<file path="src/rtl/jtag_scan_sequencer_if.sv">
// ---------------------------------------------------------------------------
// jtag_scan_sequencer_if
// Host-side command/response bundle for jtag_scan_sequencer.
//   cmd_valid/cmd_ready  command handshake, transfer at posedge when both high
//   cmd_op               0=TAP reset, 1=IR scan, 2=DR scan, 3=idle wait
//   cmd_len              scan length (ops 1/2) or idle cycle count (op 3)
//   cmd_data             TDI bits, LSB shifted first
//   rsp_valid/rsp_err    one-cycle completion pulse, err qualifies a rejection
//   rsp_data             captured TDO, bit k = k-th shifted bit
//   busy                 inverse of cmd_ready
// master = host side, slave = sequencer side.
// ---------------------------------------------------------------------------
interface jtag_scan_sequencer_if #(
  parameter int MAX_LEN = 32,
  parameter int LEN_W   = 6
);
  logic               cmd_valid;
  logic               cmd_ready;
  logic [1:0]         cmd_op;
  logic [LEN_W-1:0]   cmd_len;
  logic [MAX_LEN-1:0] cmd_data;
  logic               rsp_valid;
  logic               rsp_err;
  logic [MAX_LEN-1:0] rsp_data;
  logic               busy;

  modport master (
    output cmd_valid, cmd_op, cmd_len, cmd_data,
    input  cmd_ready, rsp_valid, rsp_err, rsp_data, busy
  );

  modport slave (
    input  cmd_valid, cmd_op, cmd_len, cmd_data,
    output cmd_ready, rsp_valid, rsp_err, rsp_data, busy
  );
endinterface

</file>
<file path="src/rtl/jtag_scan_sequencer.sv">
// ---------------------------------------------------------------------------
// jtag_scan_sequencer
// Command-driven JTAG master. Walks the TAP from Run-Test/Idle through reset,
// IR-scan, DR-scan or idle-wait sequences by driving TMS/TDI each tck, and
// captures TDO from the shift cycles into a response word.
// Ports:
//   tck    clock, all state changes on posedge
//   trst   asynchronous active-low reset (reruns the TAP auto-reset on release)
//   bus    command/response bundle (slave modport of jtag_scan_sequencer_if)
//   tms_o  TMS to the TAP
//   tdi_o  TDI to the TAP
//   tdo_i  TDO from the TAP scan chain
// ---------------------------------------------------------------------------
module jtag_scan_sequencer #(
  parameter int MAX_LEN = 32,
  parameter int LEN_W   = 6
) (
  input  logic                   tck,
  input  logic                   trst,
  jtag_scan_sequencer_if.slave   bus,
  output logic                   tms_o,
  output logic                   tdi_o,
  input  logic                   tdo_i
);

  localparam int IDX_W = (MAX_LEN > 1) ? $clog2(MAX_LEN) : 1;
  localparam logic [LEN_W:0] MAX_LEN_C = (LEN_W+1)'(MAX_LEN);

  localparam logic [1:0] OP_RST  = 2'd0;
  localparam logic [1:0] OP_IR   = 2'd1;
  localparam logic [1:0] OP_DR   = 2'd2;

  localparam logic [3:0] ST_INIT_RST = 4'd0;
  localparam logic [3:0] ST_READY    = 4'd1;
  localparam logic [3:0] ST_RST5     = 4'd2;
  localparam logic [3:0] ST_SEL_DR   = 4'd3;
  localparam logic [3:0] ST_SEL_IR   = 4'd4;
  localparam logic [3:0] ST_CAPTURE  = 4'd5;
  localparam logic [3:0] ST_SHIFT    = 4'd6;
  localparam logic [3:0] ST_EXIT1    = 4'd7;
  localparam logic [3:0] ST_UPDATE   = 4'd8;
  localparam logic [3:0] ST_WAIT     = 4'd9;
  localparam logic [3:0] ST_ERR      = 4'd10;

  logic [3:0]         state_q, state_d;
  logic [LEN_W-1:0]   cnt_q, cnt_d;
  logic [1:0]         op_q, op_d;
  logic [LEN_W-1:0]   len_q, len_d;
  logic [MAX_LEN-1:0] data_q, data_d;
  logic [MAX_LEN-1:0] rsp_data_q, rsp_data_d;
  logic               rsp_valid, rsp_err;
  logic [IDX_W-1:0]   idx;
  logic               len_bad;
  logic               wait_last;

  assign idx       = cnt_q[IDX_W-1:0];
  assign len_bad   = (bus.cmd_len == '0) || ({1'b0, bus.cmd_len} > MAX_LEN_C);
  // Idle wait of N=0 still spends one cycle, so "last" is cnt+1 >= N.
  assign wait_last = (cnt_q + LEN_W'(1)) >= len_q;

  assign bus.cmd_ready = (state_q == ST_READY);
  assign bus.busy      = (state_q != ST_READY);
  assign bus.rsp_valid = rsp_valid;
  assign bus.rsp_err   = rsp_err;
  assign bus.rsp_data  = rsp_data_q;

  // Next-state and TMS/TDI decode. Every state is one or more tck cycles of a
  // TMS value; the five-ones reset walk is shared by auto-reset and op 0.
  always_comb begin
    state_d    = state_q;
    cnt_d      = cnt_q;
    op_d       = op_q;
    len_d      = len_q;
    data_d     = data_q;
    rsp_data_d = rsp_data_q;
    tms_o      = 1'b0;
    tdi_o      = 1'b0;
    rsp_valid  = 1'b0;
    rsp_err    = 1'b0;
    case (state_q)
      ST_INIT_RST, ST_RST5: begin
        tms_o = (cnt_q != LEN_W'(5));
        if (cnt_q == LEN_W'(5)) begin
          rsp_valid = (state_q == ST_RST5);
          state_d   = ST_READY;
          cnt_d     = '0;
        end else begin
          cnt_d = cnt_q + LEN_W'(1);
        end
      end
      ST_READY: begin
        if (bus.cmd_valid) begin
          op_d   = bus.cmd_op;
          len_d  = bus.cmd_len;
          data_d = bus.cmd_data;
          cnt_d  = '0;
          case (bus.cmd_op)
            OP_RST: state_d = ST_RST5;
            OP_IR, OP_DR: begin
              if (len_bad) begin
                state_d = ST_ERR;
              end else begin
                state_d    = ST_SEL_DR;
                rsp_data_d = '0;
              end
            end
            default: state_d = ST_WAIT;
          endcase
        end
      end
      ST_SEL_DR: begin
        tms_o   = 1'b1;
        state_d = (op_q == OP_IR) ? ST_SEL_IR : ST_CAPTURE;
      end
      ST_SEL_IR: begin
        tms_o   = 1'b1;
        state_d = ST_CAPTURE;
      end
      // Two TMS=0 cycles: enter Capture, then enter Shift.
      ST_CAPTURE: begin
        if (cnt_q == LEN_W'(1)) begin
          state_d = ST_SHIFT;
          cnt_d   = '0;
        end else begin
          cnt_d = cnt_q + LEN_W'(1);
        end
      end
      // TMS rises in the last shift cycle so the TAP leaves Shift on that edge.
      ST_SHIFT: begin
        tdi_o           = data_q[idx];
        tms_o           = (cnt_q == len_q - LEN_W'(1));
        rsp_data_d[idx] = tdo_i;
        if (cnt_q == len_q - LEN_W'(1)) begin
          state_d = ST_EXIT1;
          cnt_d   = '0;
        end else begin
          cnt_d = cnt_q + LEN_W'(1);
        end
      end
      ST_EXIT1: begin
        tms_o   = 1'b1;
        state_d = ST_UPDATE;
      end
      ST_UPDATE: begin
        rsp_valid = 1'b1;
        state_d   = ST_READY;
      end
      ST_WAIT: begin
        if (wait_last) begin
          rsp_valid = 1'b1;
          state_d   = ST_READY;
          cnt_d     = '0;
        end else begin
          cnt_d = cnt_q + LEN_W'(1);
        end
      end
      ST_ERR: begin
        rsp_valid = 1'b1;
        rsp_err   = 1'b1;
        state_d   = ST_READY;
      end
      default: begin
        state_d = ST_INIT_RST;
        cnt_d   = '0;
      end
    endcase
  end

  // State registers; trst drops any in-flight command and restarts auto-reset.
  always_ff @(posedge tck or negedge trst) begin
    if (!trst) begin
      state_q    <= ST_INIT_RST;
      cnt_q      <= '0;
      op_q       <= OP_RST;
      len_q      <= '0;
      data_q     <= '0;
      rsp_data_q <= '0;
    end else begin
      state_q    <= state_d;
      cnt_q      <= cnt_d;
      op_q       <= op_d;
      len_q      <= len_d;
      data_q     <= data_d;
      rsp_data_q <= rsp_data_d;
    end
  end

endmodule

</file>
<file path="src/flat_wrapper.sv">
// flat-port wrapper written by rule: the top's interface ports become plain ports
module jtag_scan_sequencer_flat 
#(
  parameter int MAX_LEN = 32,
  parameter int LEN_W   = 6
)
  (tck, trst, tms_o, tdi_o, tdo_i, bus_cmd_valid, bus_cmd_op, bus_cmd_len, bus_cmd_data, bus_cmd_ready, bus_rsp_valid, bus_rsp_err, bus_rsp_data, bus_busy);
  jtag_scan_sequencer_if #(.MAX_LEN(MAX_LEN), .LEN_W(LEN_W)) bus_i ();
  input  logic tck;
  input  logic trst;
  output logic tms_o;
  output logic tdi_o;
  input  logic tdo_i;
  input wire logic [$bits(bus_i.cmd_valid)-1:0] bus_cmd_valid;
  input wire logic [$bits(bus_i.cmd_op)-1:0] bus_cmd_op;
  input wire logic [$bits(bus_i.cmd_len)-1:0] bus_cmd_len;
  input wire logic [$bits(bus_i.cmd_data)-1:0] bus_cmd_data;
  output wire logic [$bits(bus_i.cmd_ready)-1:0] bus_cmd_ready;
  output wire logic [$bits(bus_i.rsp_valid)-1:0] bus_rsp_valid;
  output wire logic [$bits(bus_i.rsp_err)-1:0] bus_rsp_err;
  output wire logic [$bits(bus_i.rsp_data)-1:0] bus_rsp_data;
  output wire logic [$bits(bus_i.busy)-1:0] bus_busy;
  assign bus_i.cmd_valid = bus_cmd_valid;
  assign bus_i.cmd_op = bus_cmd_op;
  assign bus_i.cmd_len = bus_cmd_len;
  assign bus_i.cmd_data = bus_cmd_data;
  assign bus_cmd_ready = bus_i.cmd_ready;
  assign bus_rsp_valid = bus_i.rsp_valid;
  assign bus_rsp_err = bus_i.rsp_err;
  assign bus_rsp_data = bus_i.rsp_data;
  assign bus_busy = bus_i.busy;
  jtag_scan_sequencer #(.MAX_LEN(MAX_LEN), .LEN_W(LEN_W)) u_core (.tck(tck), .trst(trst), .bus(bus_i), .tms_o(tms_o), .tdi_o(tdi_o), .tdo_i(tdo_i));
endmodule
</file>
<file path="config.mk">
export PLATFORM = sky130hd
export DESIGN_NAME = jtag_scan_sequencer_flat
export DESIGN_NICKNAME = d
export VERILOG_FILES = /design/src/rtl/jtag_scan_sequencer_if.sv /design/src/rtl/jtag_scan_sequencer.sv /design/src/flat_wrapper.sv
export SDC_FILE = /design/constraint.sdc
export NUM_CORES = 1
export LEC_CHECK = 0
export BUFFER_PORTS_ARGS = -buffer_cell sky130_fd_sc_hd__buf_2
export CELL_PAD_IN_SITES_DETAIL_PLACEMENT = 0
export CELL_PAD_IN_SITES_GLOBAL_PLACEMENT = 1
export CORE_MARGIN = 2
export CORE_UTILIZATION = 46
export CTS_CLUSTER_SIZE = 28
export DETAILED_ROUTE_END_ITERATION = 16
export GPL_TIMING_DRIVEN = 0
export PLACE_DENSITY_LB_ADDON = 0.1
export SYNTH_ARGS = -nofsm -noshare
export SYNTH_HDL_FRONTEND = slang
export SYNTH_SLANG_ARGS = --single-unit
</file>
<file path="constraint.sdc">
create_clock -name tck -period 6.24 [get_ports tck]
set_clock_uncertainty 0.2 [all_clocks]
set_input_delay 0.624 -clock tck [delete_from_list [all_inputs] [get_ports tck]]
set_output_delay 0.624 -clock tck [all_outputs]
set_load 0.02 [all_outputs]
</file>
==> qor.csv, run 1 <==
metric;value;unit
Crit Reg-Reg Endpoint;u_core.state_q[0];
Die X;101;um
Bufs and invs on worst path;3;
critical path's slowest cell;a221oi_1;
nets@finish;574;
RePlAce Congestion;0.770;
Ports;82;
total CTS buffers;9;
Layout area overhead;17.4;%
Seq/Total Area, Yosys;47.0;%
clk_lat worst skew;350;ps
final setup fails;0;
critical hold path startpoint;bus_cmd_data[24];
# clock sinks;82;
worst reg2reg startpoint;u_core.cnt_q[2];
reg2reg setup slack;2460;ps
Synth Area per Inst;10.3;um^2
H-Tree Depth;3;
initial drt markers;154;
largest net degree at the start of global routing;58;
Setup TNS Final;0;ps
DP HPWL;8030;um
starting density of the core;47.3;%
cell-by-cell trace of the critical path;buf_1 > clkbuf_1 > nor2b_1 > or2_2 > ha_1 > a21oi_1 > o21ai_0 > a221oi_1 > o32a_1 > nor2_1 > buf_2;
post-CTS sizing;0;
fraction of registers with async set/reset;100;%
power density cells;437;nW/um^2
synthesized area;4370;um^2
total number of vias;3511;
Worst Path Max Fanout;10;
PortBufs;81;
Final WS setup;1990;ps
Mapped Cells;423;
core area;9240;um^2
share of the synthesized area in the top cell type;47.0;%
count of different cell masters after synthesis;48;
CP startpoint;u_core.cnt_q[2];
die height;101;um
CTS tree;yes;
Synth area leaders;dfrtp_1 (47%), mux2_2 (9.8%), o21ai_0 (9.0%);
Setup crit start kind;flip-flop;
fin crit share;68.2;%
first-pass GRT wire length;18000;um
worst-case reg-to-reg path depth;11;
relative slew slack;57.6;%
HP Class;in -> reg;
Endpoint, Worst Hold;u_core.data_q[24];
crit-path max cell delay;470;ps
Final Max Tran Viols;0;
Die Area;10300;um^2
ant diodes;0;
grt ovf;0;
number of synthesized flops with an enable pin;0;
min cycle time layout;4250;ps
Net Count, Synth;480;
Hold Vio Cnt, Final;0;
CP top delay family;buffers and inverters;
commonest non-fill, non-tap cell in the layout;buf_2;
CTS Root Cell;clkbuf_8;
synth warn;0;
Power Total;2.24;mW
hold path cells;2;
First-pass DRT Iterations;4;
max_cap viols;0;
GRT Util Overall;22.7;%
status;finished, final reports clean;
Layout fillers;885;
most frequent cells in the layout;buf_2 (86), dfrtp_1 (82), o21ai_0 (79), a21oi_1 (38), mux2_2 (38);
critical path depth;11;
ANT nets after route;0;
clock-pin slew on the worst setup and hold paths;90;ps
Worst Tran Pin Value;636;ps
drt total wl;10900;um
leading area contributor after synthesis;dfrtp_1;
data required time of the worst path;5420;ps
initial antenna violation count;0;
Leak;2.45;nW
Top FF cell, synth;dfrtp_1;
worst vdd ir;0.196;mV
Core Util, Final;55.5;%
Setup CP Type;reg -> out;
Avg Vias per Cell;5.41;
share of cells above drive strength 1;30.4;%
fmax;235;MHz
synthesis-stage register bit count;82;
routed length per placed instance;16.8;um
data arrival time of the critical path;3430;ps
maximum clock path buffer count;2;
FP Rows;35;
pre-CTS WS;2350;ps
RSZ-0062 raised after global routing;false;
vias in the first global route;3603;
drt drc;0;
Worst setup EP type;output port;
[where the power goes]
| part | switching, mW | internal, mW |
|---|---|---|
| Sequential | 0.111 | 0.702 |
| Clock | 0.193 | 0.140 |
| Combinational | 0.602 | 0.493 |
| Total | 0.906 | 1.33 |
[timing repair]
| action | CTS | global route |
|---|---|---|
| buffers inserted | 0 | 0 |
| endpoints found under the hold margin | 25 | 0 |
| hold buffers | 1 | 0 |
[flip-flops by register name (all words and copies together), names as in the netlist]
signal	cells
u_core.data_q	32
u_core.op_q	2
u_core.len_q	6
u_core.bus.rsp_data	32
u_core.state_q	4
u_core.cnt_q	6
[per-layer routing]
metal  track usage [%]  wire length (um)  vias to the layer above  share of wire (%)
met5                 0                 0                        -                  0
met4              6.86                93                        0               0.86
met3              3.59               436                       10                4.0
met2              37.5              5270                       89                 48
met1              31.0              5070                     1695                 47
li1                  -                 -                     1717                  -
[per-stage QoR]
stage          area (um^2)  instances  hold slack [ps]
6_report              5130        649              297
3_3_place_gp          4940        633              270
2_1_floorplan         4370        423              128
4_1_cts               5130        649              286
3_5_place_dp          4970        634              277
5_1_grt               5130        649              285
[synthesized netlist by cell type, drive strengths merged (4+ instances only)]
| master | number |
|---|---|
| dfrtp | 82 |
| o21ai | 79 |
| a21oi | 38 |
| mux2 | 38 |
| nand2 | 22 |
| clkbuf | 16 |
| inv | 15 |
| ha | 13 |
| buf | 11 |
| mux4 | 10 |
| nand3 | 10 |
| nor2 | 10 |
| nand2b | 8 |
| nor2b | 7 |
| a31oi | 6 |
| xnor2 | 6 |
| or3 | 5 |
| and3 | 4 |
| xor2 | 4 |
[worst max path at each step]
stage,to,slack [ps]
2_1_floorplan,bus_rsp_valid,3000
3_3_place_gp,bus_rsp_valid,2330
3_5_place_dp,bus_rsp_valid,2350
4_1_cts,bus_rsp_valid,1940
5_1_grt,bus_rsp_valid,1720
6_report,bus_rsp_valid,1990
[cell type report]
class | count | area (um^2) | area share [%]
clock buffer | 9 | 124 | 2.41
tap | 129 | 161 | 3.15
clock inverter | 5 | 31.3 | 0.610
sequential | 82 | 2050 | 40.0
timing repair buffer | 83 | 445 | 8.68
inverter | 15 | 56.3 | 1.10
multi-input combinational | 298 | 2140 | 41.7
buffer | 28 | 123 | 2.39
[logic make-up (layout without fill, tap and decap cells)]
| logic type | Yosys count | after routing | share of synthesized area (%) |
|---|---|---|---|
| compound gates | 142 | 142 | 17.8 |
| flops | 82 | 82 | 47.0 |
| simple gates | 82 | 82 | 9.82 |
| mux | 51 | 51 | 15.6 |
| buf+inv | 43 | 140 | 4.10 |
| fa+ha+maj | 13 | 13 | 3.72 |
| xor+xnor | 10 | 10 | 2.00 |
Power figures use the tool's default switching activity.
==> run 2, diff against run 1 <==
--- a/config.mk
+++ b/config.mk
@@ -9,7 +9,7 @@
 export CELL_PAD_IN_SITES_DETAIL_PLACEMENT = 0
 export CELL_PAD_IN_SITES_GLOBAL_PLACEMENT = 1
 export CORE_MARGIN = 2
-export CORE_UTILIZATION = 46
+export CORE_UTILIZATION = 43
 export CTS_CLUSTER_SIZE = 28
 export DETAILED_ROUTE_END_ITERATION = 16
 export GPL_TIMING_DRIVEN = 0
==> constraint.sdc (replaced) <==
create_clock -name tck -period 4.2 [get_ports tck]
set_clock_uncertainty 0.2 [all_clocks]
set_input_delay 0.42 -clock tck [delete_from_list [all_inputs] [get_ports tck]]
set_output_delay 0.42 -clock tck [all_outputs]
set_load 0.02 [all_outputs]
==> qor.csv, run 2 (synthesized netlist as in run 1, its figures left out) <==
metric;value;unit
status;finished, final reports clean;
switching share of power;39.4;%
drt total wl;11200;um
NetSw;1.39;mW
uppermost layer routed;met4;
data arrival time of the critical path;3330;ps
sequential power share;34.5;%
commonest non-fill, non-tap cell in the layout;buf_2;
Hold Vio Cnt, Final;0;
Setup CP Type;reg -> out;
CP top delay family;buffers and inverters;
ANT nets after route;0;
area of the multi-input gates;2140;um^2
Worst Path Max Fanout;10;
# clock sinks;82;
grt ovf;0;
FP Rows;36;
critical path's slowest cell;a221oi_1;
Power Total;3.53;mW
GRT Util Overall;21.9;%
Area after DPL;4970;um^2
Layout area overhead;19.3;%
share of cells above drive strength 1;31.1;%
clk_lat worst skew;350;ps
total number of vias;3557;
DP HPWL;8230;um
clock network fraction of total power;19.1;%
H-Tree Depth;3;
total CTS buffers;9;
register area;2050;um^2
initial antenna violation count;0;
cell-by-cell trace of the critical path;clkbuf_1 > inv_1 > ha_1 > ha_1 > nand2_1 > o21ai_0 > a221oi_1 > o32a_1 > nor2_1 > buf_2;
RSZ-0062 raised after global routing;false;
die height;105;um
RePlAce Congestion;0.812;
met3 wire length;484;um
CTS Root Cell;clkbuf_8;
Ports;82;
fin crit share;94.0;%
DRT met1 WL;5120;um
First-pass DRT Iterations;4;
crit-path max cell delay;540;ps
Die X;105;um
routed length per placed instance;17.1;um
data required time of the worst path;3580;ps
routed wl met2;5460;um
vias in the first global route;3730;
power density cells;676;nW/um^2
Final Max Tran Viols;0;
HP Class;in -> reg;
first-pass GRT wire length;19200;um
Design Area, Final;5210;um^2
combinational share of power;46.4;%
clock-pin slew on the worst setup and hold paths;90;ps
Worst Tran Pin Value;613;ps
worst vdd ir;0.341;mV
PortBufs;81;
maximum clock path buffer count;2;
min cycle time layout;3950;ps
initial drt markers;155;
CTS tree;yes;
Bufs and invs on worst path;3;
most frequent cells in the layout;buf_2 (86), dfrtp_1 (82), o21ai_0 (79), a21oi_1 (38), mux2_2 (38);
ant diodes;0;
Worst setup EP type;output port;
Die Area;11000;um^2
starting density of the core;44.5;%
fmax;253;MHz
relative slew slack;59.1;%
core area;9820;um^2
largest net degree at the start of global routing;60;
nets@finish;573;
CP most frequent cell;ha_1;
Post-CTS Setup Inserts;0;
Leak;2.49;nW
final setup fails;0;
Layout fillers;963;
Setup crit start kind;flip-flop;
Setup TNS Final;0;ps
Avg Vias per Cell;5.44;
internal power;2.14;mW
max_cap viols;0;
drt drc;0;
-- run 2: cell types whose count changed in the layout (fill, tap and decap cells not counted), sizes merged --
cell	before	now
inv	16	18
clkinv	3	0
bufinv	0	2
clkbuf	25	26
buf	93	92
-- run 2: stage by stage --
stage	instances	hold slack, ps	worst slack (ps)	util, %
finish	654	87.7	254	53.1
global route	654	84.4	19.3	53.1
detailed placement	638	152	319	50.6
CTS	654	77.8	186	53.1
global placement	637	266	379	50.3
floorplan	423	-75.6	1170	-
-- run 2: area by class of cell --
cell class	instances	share of cell area, %
Multi-Input combinational cell	298	41.0
Clock inverter	6	1.85
Tap cell	133	3.19
Buffer	27	2.33
Clock buffer	10	2.64
Sequential cell	82	39.4
Inverter	15	1.08
Timing Repair Buffer	83	8.54
-- run 2: routing by layer --
| metal | track usage (%) | up-vias |
|---|---|---|
| met5 | 0 | - |
| met4 | 6.48 | 0 |
| met3 | 3.43 | 14 |
| met2 | 36.5 | 87 |
| met1 | 29.5 | 1741 |
| li1 | - | 1715 |
-- run 2: final timing paths --
| check | end | start | slack [ps] | cells past startpoint |
|---|---|---|---|---|
| setup / recovery | bus_rsp_valid | u_core.cnt_q[1] | 250 | 10 |
| hold / removal | u_core.data_q[9] | bus_cmd_data[9] | 90 | 2 |
| setup reg to reg | u_core.state_q[0] | u_core.cnt_q[1] | 550 | 10 |
| hold reg to reg | u_core.bus.rsp_data[9] | u_core.bus.rsp_data[9] | 300 | 2 |
| max in group asynchronous | u_core.cnt_q[3] | trst | 2890 | 3 |
| min in group asynchronous | u_core.state_q[2] | trst | 310 | 2 |
-- run 2: what timing repair did --
item	CTS	global route
hold buffers	1	0
hold endpoints to repair	23	0
cloned	0	0
setup endpoints to repair	1	1
resized for setup	0	4
-- run 2: power by group through the flow --
stage | clock network [mW] | logic, mW | registers, mW
3_3_place_gp | 0 | 1.61 | 1.22
2_1_floorplan | 0 | 1.20 | 1.19
3_5_place_dp | 0 | 1.64 | 1.23
6_report | 0.673 | 1.64 | 1.22
5_1_grt | 0.718 | 1.83 | 1.26
4_1_cts | 0.686 | 1.64 | 1.22
